File: src/rtl/phy_rx_demux.sv
`default_nettype none
// ============================================================================
//  Module      : phy_rx_demux
//  Description : Receive-side byte-to-lane demultiplexer. Aligns to the
//                serialized phy_tx byte stream using runs of COM symbols, then
//                rebuilds four 8-bit lanes (plus per-lane valids) from each
//                4-slot frame. Idle COM frames and all-invalid frames are
//                absorbed. A run of LOSS_FRAMES all-invalid frames drops lock.
//  Ports       : clk, reset_L (async active-low)
//                data_in[7:0], valid_in        - serialized byte + qualifier
//                Out0..Out3[7:0], valid_out0..3 - recovered lanes
//                frame_valid                   - 1-cycle pulse per data frame
//                active                        - high while LOCKED
//                err_align                     - only with PHY_RX_ERR_EN
//  Option      : `define PHY_RX_ERR_EN adds err_align and mid-frame COM
//                misalignment detection.
//  Revision    : 1.0 - initial release
// ============================================================================
module phy_rx_demux #(
    parameter logic [7:0]  COM_SYM     = 8'hBC,
    parameter int unsigned LOSS_FRAMES = 4
) (
    input  logic       clk,
    input  logic       reset_L,
    input  logic [7:0] data_in,
    input  logic       valid_in,
    output logic [7:0] Out0,
    output logic [7:0] Out1,
    output logic [7:0] Out2,
    output logic [7:0] Out3,
    output logic       valid_out0,
    output logic       valid_out1,
    output logic       valid_out2,
    output logic       valid_out3,
    output logic       frame_valid,
`ifdef PHY_RX_ERR_EN
    output logic       err_align,
`endif
    output logic       active
);

    typedef enum logic [1:0] {
        ST_SEEK   = 2'd0,
        ST_ALIGN  = 2'd1,
        ST_LOCKED = 2'd2
    } state_t;

    localparam logic [3:0] c_LOSS_LIMIT = 4'(LOSS_FRAMES);

    state_t          r_state,   w_state_nxt;
    logic [2:0]      r_com_cnt, w_com_cnt_nxt;
    logic [1:0]      r_slot,    w_slot_nxt;
    logic [3:0]      r_loss,    w_loss_nxt;
    logic [2:0][7:0] r_sh_data, w_sh_data_nxt;
    logic [2:0]      r_sh_vld,  w_sh_vld_nxt;
    logic [3:0][7:0] r_out,     w_out_nxt;
    logic [3:0]      r_vout,    w_vout_nxt;
    logic            r_fv,      w_fv_nxt;
`ifdef PHY_RX_ERR_EN
    logic            r_err,     w_err_nxt;
`endif

    logic       w_byte_com;
    logic       w_frame_com;
    logic       w_frame_idle;
    logic       w_misalign;
    logic [3:0] w_loss_inc;

    assign w_byte_com   = valid_in && (data_in == COM_SYM);
    // Idle frame: every slot valid and carrying COM (three shadowed + live byte).
    assign w_frame_com  = (&r_sh_vld) && w_byte_com &&
                          (r_sh_data[0] == COM_SYM) &&
                          (r_sh_data[1] == COM_SYM) &&
                          (r_sh_data[2] == COM_SYM);
    assign w_frame_idle = ~(|r_sh_vld) && !valid_in;
    assign w_loss_inc   = (r_loss == 4'hF) ? r_loss : r_loss + 4'd1;

`ifdef PHY_RX_ERR_EN
    // A COM in slots 1..3 is only legal when the frame opened with a COM.
    assign w_misalign = (r_state == ST_LOCKED) && (r_slot != 2'd0) && w_byte_com &&
                        !(r_sh_vld[0] && (r_sh_data[0] == COM_SYM));
`else
    assign w_misalign = 1'b0;
`endif

    always_comb begin
        w_state_nxt   = r_state;
        w_com_cnt_nxt = r_com_cnt;
        w_slot_nxt    = r_slot;
        w_loss_nxt    = r_loss;
        w_sh_data_nxt = r_sh_data;
        w_sh_vld_nxt  = r_sh_vld;
        w_out_nxt     = r_out;
        w_vout_nxt    = r_vout;
        w_fv_nxt      = 1'b0;
`ifdef PHY_RX_ERR_EN
        w_err_nxt     = 1'b0;
`endif
        case (r_state)
            ST_SEEK: begin
                if (w_byte_com) begin
                    w_state_nxt   = ST_ALIGN;
                    w_com_cnt_nxt = 3'd1;
                end else begin
                    w_com_cnt_nxt = 3'd0;
                end
            end
            ST_ALIGN: begin
                if (w_byte_com) begin
                    if (r_com_cnt == 3'd3) begin
                        // Fourth COM in a row: lock, next byte is slot 0.
                        w_state_nxt   = ST_LOCKED;
                        w_com_cnt_nxt = 3'd0;
                        w_slot_nxt    = 2'd0;
                        w_loss_nxt    = 4'd0;
                    end else begin
                        w_com_cnt_nxt = r_com_cnt + 3'd1;
                    end
                end else begin
                    w_state_nxt   = ST_SEEK;
                    w_com_cnt_nxt = 3'd0;
                end
            end
            ST_LOCKED: begin
                if (w_misalign) begin
`ifdef PHY_RX_ERR_EN
                    w_err_nxt     = 1'b1;
`endif
                    w_state_nxt   = ST_SEEK;
                    w_com_cnt_nxt = 3'd0;
                    w_slot_nxt    = 2'd0;
                    w_loss_nxt    = 4'd0;
                    w_sh_data_nxt = '0;
                    w_sh_vld_nxt  = '0;
                end else if (r_slot != 2'd3) begin
                    w_sh_data_nxt[r_slot] = data_in;
                    w_sh_vld_nxt[r_slot]  = valid_in;
                    w_slot_nxt            = r_slot + 2'd1;
                end else begin
                    w_slot_nxt = 2'd0;
                    if (w_frame_idle) begin
                        w_loss_nxt = w_loss_inc;
                        if (w_loss_inc >= c_LOSS_LIMIT) begin
                            w_state_nxt   = ST_SEEK;
                            w_com_cnt_nxt = 3'd0;
                            w_loss_nxt    = 4'd0;
                            w_sh_data_nxt = '0;
                            w_sh_vld_nxt  = '0;
                        end
                    end else begin
                        // Any valid byte (including a pure COM frame) proves the link is alive.
                        w_loss_nxt = 4'd0;
                        if (!w_frame_com) begin
                            w_out_nxt  = {data_in, r_sh_data[2], r_sh_data[1], r_sh_data[0]};
                            w_vout_nxt = {valid_in, r_sh_vld};
                            w_fv_nxt   = 1'b1;
                        end
                    end
                end
            end
            default: begin
                w_state_nxt   = ST_SEEK;
                w_com_cnt_nxt = 3'd0;
                w_slot_nxt    = 2'd0;
            end
        endcase
    end

    always_ff @(posedge clk or negedge reset_L) begin
        if (!reset_L) begin
            r_state   <= ST_SEEK;
            r_com_cnt <= 3'd0;
            r_slot    <= 2'd0;
            r_loss    <= 4'd0;
            r_sh_data <= '0;
            r_sh_vld  <= '0;
            r_out     <= '0;
            r_vout    <= '0;
            r_fv      <= 1'b0;
`ifdef PHY_RX_ERR_EN
            r_err     <= 1'b0;
`endif
        end else begin
            r_state   <= w_state_nxt;
            r_com_cnt <= w_com_cnt_nxt;
            r_slot    <= w_slot_nxt;
            r_loss    <= w_loss_nxt;
            r_sh_data <= w_sh_data_nxt;
            r_sh_vld  <= w_sh_vld_nxt;
            r_out     <= w_out_nxt;
            r_vout    <= w_vout_nxt;
            r_fv      <= w_fv_nxt;
`ifdef PHY_RX_ERR_EN
            r_err     <= w_err_nxt;
`endif
        end
    end

    assign Out0        = r_out[0];
    assign Out1        = r_out[1];
    assign Out2        = r_out[2];
    assign Out3        = r_out[3];
    assign valid_out0  = r_vout[0];
    assign valid_out1  = r_vout[1];
    assign valid_out2  = r_vout[2];
    assign valid_out3  = r_vout[3];
    assign frame_valid = r_fv;
    assign active      = (r_state == ST_LOCKED);
`ifdef PHY_RX_ERR_EN
    assign err_align   = r_err;
`endif

endmodule
`default_nettype wire

File: config.mk
export PLATFORM = sky130hd
export DESIGN_NAME = phy_rx_demux
export DESIGN_NICKNAME = d
export VERILOG_FILES = /design/src/rtl/phy_rx_demux.sv
export SDC_FILE = /design/constraint.sdc
export NUM_CORES = 1
export LEC_CHECK = 0
export BUFFER_PORTS_ARGS = -buffer_cell sky130_fd_sc_hd__buf_2
export CAP_MARGIN = 25
export CORE_AREA = 4 4 67 116
export CTS_CLUSTER_SIZE = 40
export DETAILED_ROUTE_END_ITERATION = 8
export DIE_AREA = 0 0 71 120
export PLACE_DENSITY = 0.74
export RECOVER_POWER = 100
export SLEW_MARGIN = 40
export SYNTH_ARGS = -nofsm -noshare
export SYNTH_HDL_FRONTEND = slang
export SYNTH_SLANG_ARGS = --single-unit
File: constraint.sdc
create_clock -name clk -period 2 [get_ports clk]
set_clock_uncertainty 0.05 [all_clocks]
set_input_delay 0.3 -clock clk [delete_from_list [all_inputs] [get_ports clk]]
set_output_delay 0.3 -clock clk [all_outputs]
set_load 0.005 [all_outputs]
==> impl_metrics.yaml, run 1 <==
floorplanning:
  start_util: 0.502
  die_x_um: 71
  num_rows: 40
  coreArea_um2: 6810
  ios: 49
  die_area_um2: 8520
  die_h_um: 120
setup_path:
  critPathLaunch: "r_sh_data[0]"
  crit_required_ns: 2.17
  rrSetupSlack_ns: -0.12
  crit_path_max_incr_delay_ns: 0.55
  worstSetupPathType: "reg -> reg"
  reg2reg_depth: 5
  arrival_ns: 2.29
  slowest_stage: "or4bb_1"
  endpoint_kind: "flop"
  crit_end: "Out2[4]"
  crit_fanout: 25
  timing.rr.end: "Out2[4]"
  reg2reg_from: "r_sh_data[0]"
  start_kind: "flop"
  path_cells: "or4bb_1 > nor4_4 > a31oi_4 > buf_12 > mux2_4"
synthesis:
  postSynthAreaPerCell_um2: 12.3
  async_flop_share: 1.00
  seq_area_frac_synth: 0.550
  yosys.area.top_type_share: 0.550
  yosysTopAreaCell: "dfrtp_1"
  ys_seq_elements: 75
  synth-edff-count: 0
  yosys_warnings: 0
  yosysMostFrequentCell: "dfrtp_1"
  synthTopCellsByCount: "dfrtp_1, nand2_1, mux2_4, o21ai_0, a22oi_1"
  synth_nets: 294
  syn_area_um2: 3410
  ys.flop_type: "dfrtp_1"
  synth_cell_types: 40
  synth.area.top_cells: "dfrtp_1, mux2_4, a22oi_1"
  synth_cells: 277
sta:
  min_period_over_period: 1.06
  fmax_ghz: 0.472
  setup_viol: 34
  fin_crit_ns: 2.12
  hold_slack_ns: 0.259
  finalSetupTns_ns: -3.41
  max_slew.worst_pin.slew_ns: 1.00
  final-hold-violation-count: 0
  rsz0062_at_grt: "true"
  slew_violations: 0
  max_slew_margin: 0.331
  layout_setup_ws_ns: -0.119
cells_and_area:
  regArea_um2: 1880
  diodes: 0
  drive_gt1_frac: 0.366
  multiInputGateArea_um2: 1450
  fillCellCount: 564
  areaGrowthSynthToFinish_pct: 27.6
  nets: 386
cts:
  cts_tree: "done"
  cts_buffers: 9
  cts.sinks: 75
  path_clk_slew_ns: 0.06
  htreeDepth: 3
  cts_buffer_depth: 2
  clkLatencyLatePin_ns: 0.34
  root_buffer: "clkbuf_16"
power:
  p_sw_frac: 0.311
  p_comb_frac: 0.343
  pwr-share-seq: 0.399
  power.density_nw_per_um2: 1450
  ir_worst_vdd_v: 0.000608
  p_leak_nw: 2.02
  clockPowerShare: 0.258
  p_total_mw: 6.30
  power_switching_mw: 1.96
  p_int_mw: 4.34
run_status:
  status: "finished, violations left"
  violations: "setup timing"
route:
  viasPerCell: 5.60
  postRouteAntennaNets: 0
  first_pass_iters: 5
  vias: 2566
  drc_errors: 0
  routed_wl_um: 8130
  drt_iter0_markers: 222
  wl_per_cell_um: 17.8
min_path:
  hold_class: "in -> reg"
global_route:
  grt_usage: 0.203
  grt_start_max_net_pins: 76
  grt_pass1_vias: 2623
  globalRouteOverflowTotal: 0
  antenna_found_initial: 0
  grt_pass1_wl_um: 13200
placed_design:
  place.gp.congestion: 0.795
  pre_cts_slack_ns: -0.119
  place_hpwl_um: 5660
  port_buffers: 48
run:
  drv_cap: 0
-- registers in the layout, indices dropped and copies added, names as in the netlist --
name         cells
r_state          2
Out0             8
r_slot           2
Out3             8
frame_valid      1
Out1             8
r_sh_data       24
r_vout           4
r_sh_vld         3
Out2             8
r_loss           4
r_com_cnt        3
-- layout by cell type (no fill, tap or decap), types with 3 or more instances in the layout --
cell and n:
nand4_1 3, mux2_4 28, clkbuf_16 9, nor2_1 4, mux2i_1 3, a22oi_1 24
mux2_2 8, nand2_1 32, nand3_1 3, buf_4 37, nor2b_1 3, o22ai_1 3
dfrtp_1 75, o21ai_0 28, ha_1 6, inv_1 10, a21oi_1 3, clkbuf_1 14
nand4b_1 3, buf_2 37, nand2b_1 3
-- metal layers --
layer | vias to the layer above | wire [um] | part of all wire | track usage
met5 | - | 0 | 0 | 0
met4 | 0 | 286 | 0.035 | 0.114
met3 | 20 | 306 | 0.038 | 0.0386
met2 | 65 | 4530 | 0.56 | 0.351
met1 | 1291 | 3010 | 0.37 | 0.231
li1 | 1190 | - | - | -
-- power by group through the flow --
stage                     Sequential (mW)  Combinational, mW  Clock, mW
final                                2.51               2.16       1.62
after global routing                 2.59               2.38       1.72
after CTS                            2.51               2.20       1.66
after detailed placement             2.52               2.18          0
after global placement               2.50               2.10          0
after floorplan                      2.50               1.20          0
-- kinds of logic (layout without fill, tap and decap cells) --
logic type / count (synthesis) / count (layout) / synth area share
flops: 75 / 75 / 0.550
simple gates: 69 / 69 / 0.114
compound gates: 66 / 66 / 0.126
mux: 39 / 39 / 0.158
buf+inv: 22 / 119 / 0.0308
fa+ha+maj: 6 / 6 / 0.0220
-- critical path: cells and delay by family (launching register included) --
family	cells	cell delay (ns)
multiplexers	1	0.31
flip-flops	1	0.39
AO/OA/AOI/OAI	1	0.15
AND/OR/NAND/NOR	2	0.90
buffers and inverters	1	0.20
-- metrics by stage --
step	utilization	instances	instance area [um2]
floorplan	-	277	3410
global placement	0.594	439	4050
detailed placement	0.594	439	4050
CTS	0.643	457	4370
global route	0.640	458	4360
finish	0.640	458	4360
-- worst min-delay path by stage --
stage	start	end	depth (start not counted)
3_5_place_dp	reset_L	r_vout[2]	2
2_1_floorplan	reset_L	Out0[0]	0
4_1_cts	data_in[0]	Out3[0]	3
6_report	data_in[0]	Out3[0]	3
3_3_place_gp	reset_L	r_sh_data[4]	2
5_1_grt	data_in[0]	Out3[0]	3
-- repair_timing --
action,in CTS,in global routing
setup buffers,1,1
pin swaps,2,1
resized for setup,2,4
hold buffers,1,0
endpoints found under the hold margin,75,0
endpoints found under the setup margin,34,39
-- area by class of cell --
type	instances	share of cell area
Clock buffer	10	0.0549
Clock inverter	6	0.0149
Inverter	10	0.00862
Multi-Input combinational cell	180	0.333
Sequential cell	75	0.431
Tap cell	84	0.0241
Timing Repair Buffer	93	0.134
Note: power is estimated with default switching activity, not from simulation.
==> run 2: changes to the inputs <==
--- a/config.mk
+++ b/config.mk
@@ -7,10 +7,10 @@
 export LEC_CHECK = 0
 export BUFFER_PORTS_ARGS = -buffer_cell sky130_fd_sc_hd__buf_2
 export CAP_MARGIN = 25
-export CORE_AREA = 4 4 67 116
+export CORE_AREA = 4 4 92 85
 export CTS_CLUSTER_SIZE = 40
 export DETAILED_ROUTE_END_ITERATION = 8
-export DIE_AREA = 0 0 71 120
+export DIE_AREA = 0 0 96 89
 export PLACE_DENSITY = 0.74
 export RECOVER_POWER = 100
 export SLEW_MARGIN = 40
==> constraint.sdc (replaced) <==
create_clock -name clk -period 2 [get_ports clk]
set_clock_uncertainty 0.05 [all_clocks]
set_input_delay 0.3 -clock clk [delete_from_list [all_inputs] [get_ports clk]]
set_output_delay 0.3 -clock clk [all_outputs]
set_load 0.01 [all_outputs]
==> run 2 against run 1 <==
  * The flow still finishes with violations (setup timing)
  * Utilization decreased by 3.4 points
  * Non-clock buffer count shrank 2
  * Via count grew 0.16%
  * First-iteration DRC count shrank 19%
  * Total power decreased by 4.3%
  * Sequential cell count stayed put
  * Die area up 0.28%
  * Sequential power about the same
  * Global-route usage up 0.92 points
  * Critical path type unchanged
==> impl_metrics.yaml, run 2 (synthesis gave the netlist of run 1 again) <==
sta:
  final-hold-violation-count: 0
  max_slew_margin: 0.328
  layout_setup_ws_ns: -0.133
  fin_crit_ns: 2.13
  slew_violations: 0
  setup_viol: 34
  fmax_ghz: 0.469
  rsz0062_at_grt: "true"
  min_period_over_period: 1.07
  max_slew.worst_pin.slew_ns: 1.01
power:
  ir_worst_vdd_v: 0.000905
  p_total_mw: 6.03
  p_leak_nw: 1.88
  power.density_nw_per_um2: 1430
cts:
  root_buffer: "clkbuf_8"
  htreeDepth: 3
  clkLatencyLatePin_ns: 0.35
  cts_tree: "done"
  cts.sinks: 75
  path_clk_slew_ns: 0.08
  cts_buffers: 9
  cts_buffer_depth: 2
floorplanning:
  die_h_um: 89
  die_area_um2: 8540
  num_rows: 29
  coreArea_um2: 6930
  start_util: 0.493
  ios: 49
  die_x_um: 96
global_route:
  grt_start_max_net_pins: 76
  grt_pass1_vias: 2557
  antenna_found_initial: 0
  globalRouteOverflowTotal: 0
  grt_usage: 0.213
  grt_pass1_wl_um: 13500
setup_path:
  arrival_ns: 2.32
  endpoint_kind: "flop"
  crit_required_ns: 2.18
  start_kind: "flop"
  crit_fanout: 15
  worstSetupPathType: "reg -> reg"
route:
  wl_per_cell_um: 17.7
  drt_iter0_markers: 179
  routed_wl_um: 8220
  vias: 2570
  postRouteAntennaNets: 0
  first_pass_iters: 4
  drc_errors: 0
  viasPerCell: 5.54
cells_and_area:
  regArea_um2: 1880
  layout_common_cells: "dfrtp_1, clkbuf_1, nand2_1"
  fillCellCount: 601
  top_register: "r_sh_data"
  nets: 384
  layout_commonest_cell: "dfrtp_1"
  largest_reg_flops: 24
  areaGrowthSynthToFinish_pct: 23.0
  drive_gt1_frac: 0.283
  diodes: 0
  multiInputGateArea_um2: 1440
run_status:
  violations: "setup timing"
  status: "finished, violations left"
placed_design:
  place.gp.congestion: 0.832
  place_hpwl_um: 5770
  port_buffers: 48
  pre_cts_slack_ns: -0.191
min_path:
  hold_class: "in -> reg"
run:
  drv_cap: 0
-- run 2: what timing repair did --
action,in CTS,in global routing
resized for setup,3,4
hold endpoints to repair,75,0
buffers inserted,1,0
hold buffers,1,0
endpoints found under the setup margin,34,49
pin swaps,2,0
gates cloned,0,0
-- run 2: routing by layer --
layer  global-route usage  vias up  wire [um]  part of all wire
met5                    0        -          0                 0
met4               0.0749        0        118             0.014
met3               0.0530       11        492             0.060
met2                0.324       95       3900              0.47
met1                0.297     1273       3710              0.45
li1                     -     1191          -                 -
-- run 2: through the flow --
stage / hold slack (ns) / utilization / TNS, ns / cells / cell area (um2)
global placement: 0.312 / 0.582 / -2.43 / 447 / 4040
detailed placement: 0.313 / 0.582 / -5.70 / 447 / 4040
global route: 0.219 / 0.606 / -5.93 / 464 / 4200
CTS: 0.204 / 0.618 / -3.77 / 464 / 4280
finish: 0.215 / 0.606 / -4.04 / 464 / 4200
floorplan: -0.0456 / - / -2.81 / 277 / 3410
-- run 2: final cells by class --
type	instances	share of cell area
clock buffers	10	0.0328
well taps	93	0.0277
flip-flops and latches	75	0.447
clock inverters	5	0.0185
inverters	10	0.00894
multi-input cells	180	0.342
repair buffers	91	0.124
-- run 2: critical path, stage by stage, from the launching register on --
cell and delay [ns]:
dfrtp_1 0.39, or4_4 0.55, nor4_4 0.37, a31oi_4 0.15, buf_6 0.20, mux2_4 0.31
-- run 2: final timing paths --
path,start,endpoint,slack (ns),depth (start not counted)
worst min-delay path,valid_in,r_sh_vld[0],0.21,3
min in group asynchronous,reset_L,Out0[4],0.70,3
worst max-delay path,r_sh_data[9],Out1[7],-0.13,5
worst max register to register,r_sh_data[9],Out1[7],-0.13,5
worst min register to register,Out1[6],Out1[6],0.46,1
max in group asynchronous,reset_L,Out2[2],0.52,3
-- run 2: where the power goes --
| group | total (mW) | leakage, nW | internal, mW | switching [mW] |
|---|---|---|---|---|
| logic | 2.21 | 0.895 | 1.15 | 1.06 |
| registers | 2.53 | 0.876 | 2.10 | 0.429 |
| clock network | 1.29 | 0.108 | 0.725 | 0.561 |
| total | 6.03 | 1.88 | 3.98 | 2.05 |
==> run 3: changes to the inputs <==
--- a/config.mk
+++ b/config.mk
@@ -7,11 +7,10 @@
 export LEC_CHECK = 0
 export BUFFER_PORTS_ARGS = -buffer_cell sky130_fd_sc_hd__buf_2
 export CAP_MARGIN = 25
-export CORE_AREA = 4 4 92 85
+export CORE_AREA = 4 4 129 118
 export CTS_CLUSTER_SIZE = 40
 export DETAILED_ROUTE_END_ITERATION = 8
-export DIE_AREA = 0 0 96 89
-export PLACE_DENSITY = 0.74
+export DIE_AREA = 0 0 133 122
 export RECOVER_POWER = 100
 export SLEW_MARGIN = 40
 export SYNTH_ARGS = -nofsm -noshare
==> run 3 against run 2 <==
  * Clock-buffer cell count did not move
  * Via count fell by 2.7%
  * Maximum frequency rose by 1.7%
  * First-iteration DRC count fell by 19%
  * Utilization fell by 29 points
  * The run still ends with setup timing left
==> impl_metrics.yaml, run 3 (synthesis gave the netlist of run 1 again) <==
run_status:
  status: "finished, violations left"
  violations: "setup timing"
cts:
  cts_buffers: 9
  clkLatencyLatePin_ns: 0.33
  cts.sinks: 75
  htreeDepth: 3
  path_clk_slew_ns: 0.06
  cts_tree: "done"
  cts_buffer_depth: 2
  root_buffer: "clkbuf_16"
global_route:
  grt_pass1_wl_um: 13800
  grt_pass1_vias: 2585
  grt_start_max_net_pins: 48
  globalRouteOverflowTotal: 0
  grt_util_met3: 0.0442
  met2_usage: 0.172
  grt_use_met1: 0.139
  grt_usage: 0.108
  gr-max-usage-layer: "met2"
  antenna_found_initial: 0
sta:
  layout_setup_ws_ns: -0.0984
  max_slew_margin: 0.533
  min_period_over_period: 1.05
  slew_violations: 0
  rsz0062_at_grt: "true"
  final-hold-violation-count: 0
  fmax_ghz: 0.477
  max_slew.worst_pin.slew_ns: 0.700
  fin_crit_ns: 2.10
  setup_viol: 34
floorplanning:
  die_area_um2: 16200
  ios: 49
  num_rows: 41
  die_h_um: 122
  die_x_um: 133
  coreArea_um2: 13900
  start_util: 0.246
setup_path:
  start_kind: "flop"
  path_cells: "or4bb_4 > nor4_4 > a31oi_4 > buf_12 > mux2_4"
  path_delay_family: "simple AND/OR/NAND/NOR gates"
  path_buf_inv: 1
  arrival_ns: 2.26
  crit_required_ns: 2.16
  crit_path_max_incr_delay_ns: 0.56
  endpoint_kind: "flop"
  worstSetupPathType: "reg -> reg"
  slowest_stage: "or4bb_4"
  crit_fanout: 17
power:
  ir_worst_vdd_v: 0.000512
  p_leak_nw: 1.92
  p_int_mw: 4.34
  p_comb_frac: 0.339
  clockPowerShare: 0.267
  p_sw_frac: 0.324
  pwr-share-seq: 0.394
  power_switching_mw: 2.08
  power.density_nw_per_um2: 1450
  p_total_mw: 6.42
cells_and_area:
  diodes: 0
  layout_common_cells: "dfrtp_1, clkbuf_1, buf_4"
  fin_area_um2: 4440
  areaGrowthSynthToFinish_pct: 30.1
  nets: 383
  drive_gt1_frac: 0.286
  largest_reg_flops: 24
  top_register: "r_sh_data"
  layout_commonest_cell: "dfrtp_1"
placed_design:
  place_hpwl_um: 6060
  placed_cell_area_um2: 4160
  place.gp.congestion: 0.800
  port_buffers: 48
route:
  postRouteAntennaNets: 0
  wl_per_cell_um: 14.9
  drc_errors: 0
  routed_wl_um: 8390
  viasPerCell: 4.43
  drt_iter0_markers: 145
  first_pass_iters: 4
  vias: 2500
run:
  drv_cap: 0
min_path:
  hold_class: "in -> reg"
-- run 3: cell types whose count changed in the layout (fill, tap and decap cells not counted), moves of 2 or more --
cell       change
buf_2          -4
buf_4          +4
buf_6          -2
clkbuf_16      +9
clkbuf_8      -10
clkinv_4       +2
-- run 3: routing by layer --
metal,part of all wire,wire (um)
met1,0.46,3890
met2,0.46,3850
met3,0.071,596
met4,0.0061,51
met5,0,0
-- run 3: metrics by stage --
| stage | hold WS [ns] | utilization | instances | setup TNS [ns] | setup slack (ns) |
|---|---|---|---|---|---|
| finish | 0.259 | 0.320 | 564 | -2.81 | -0.0984 |
| floorplan | -0.0456 | - | 277 | -2.81 | -0.102 |
| CTS | 0.245 | 0.324 | 563 | -3.26 | -0.110 |
| global route | 0.270 | 0.320 | 564 | -8.04 | -0.146 |
| global placement | 0.202 | 0.299 | 545 | -2.50 | -0.0808 |
| detailed placement | 0.205 | 0.299 | 545 | -3.20 | -0.104 |
-- run 3: worst paths after layout --
kind / from / end / slack (ns) / cells past startpoint
max in group asynchronous: reset_L / r_sh_data[10] / 0.24 / 3
min: data_in[1] / r_sh_data[1] / 0.26 / 3
max: r_sh_data[0] / Out2[5] / -0.1 / 5
min reg2reg: Out1[6] / Out1[6] / 0.46 / 1
max reg2reg: r_sh_data[0] / Out2[5] / -0.1 / 5
min in group asynchronous: reset_L / Out0[3] / 0.50 / 2
-- run 3: area by class of cell --
type                            instances  area [um2]
Timing Repair Buffer                   90         524
Fill cell                            1419        9460
Clock buffer                           10         229
Multi-Input combinational cell        180        1440
Clock inverter                          6        90.1
Sequential cell                        75        1880
Tap cell                              193         241
Inverter                               10        37.5
-- run 3: repair_timing --
item                                    CTS  global route
endpoints found under the setup margin   34            44
hold buffers                              1             0
buffers inserted                          1             1
resized for setup                         1             3
pin swaps                                 2             1
endpoints found under the hold margin    28             0
gates cloned                              0             0
-- run 3: worst register-to-register path: stages (launching register included) --
cell     delay [ns]
dfrtp_1        0.38
or4bb_4        0.56
nor4_4         0.34
a31oi_4        0.15
buf_12         0.19
mux2_4         0.31
-- run 3: power groups by stage --
stage | Sequential [mW] | Combinational (mW) | Clock, mW
after floorplan | 2.63 | 1.20 | 0
after global placement | 2.52 | 2.22 | 0
after detailed placement | 2.53 | 2.29 | 0
after CTS | 2.52 | 2.30 | 1.76
after global routing | 2.62 | 2.40 | 1.82
final | 2.53 | 2.18 | 1.72
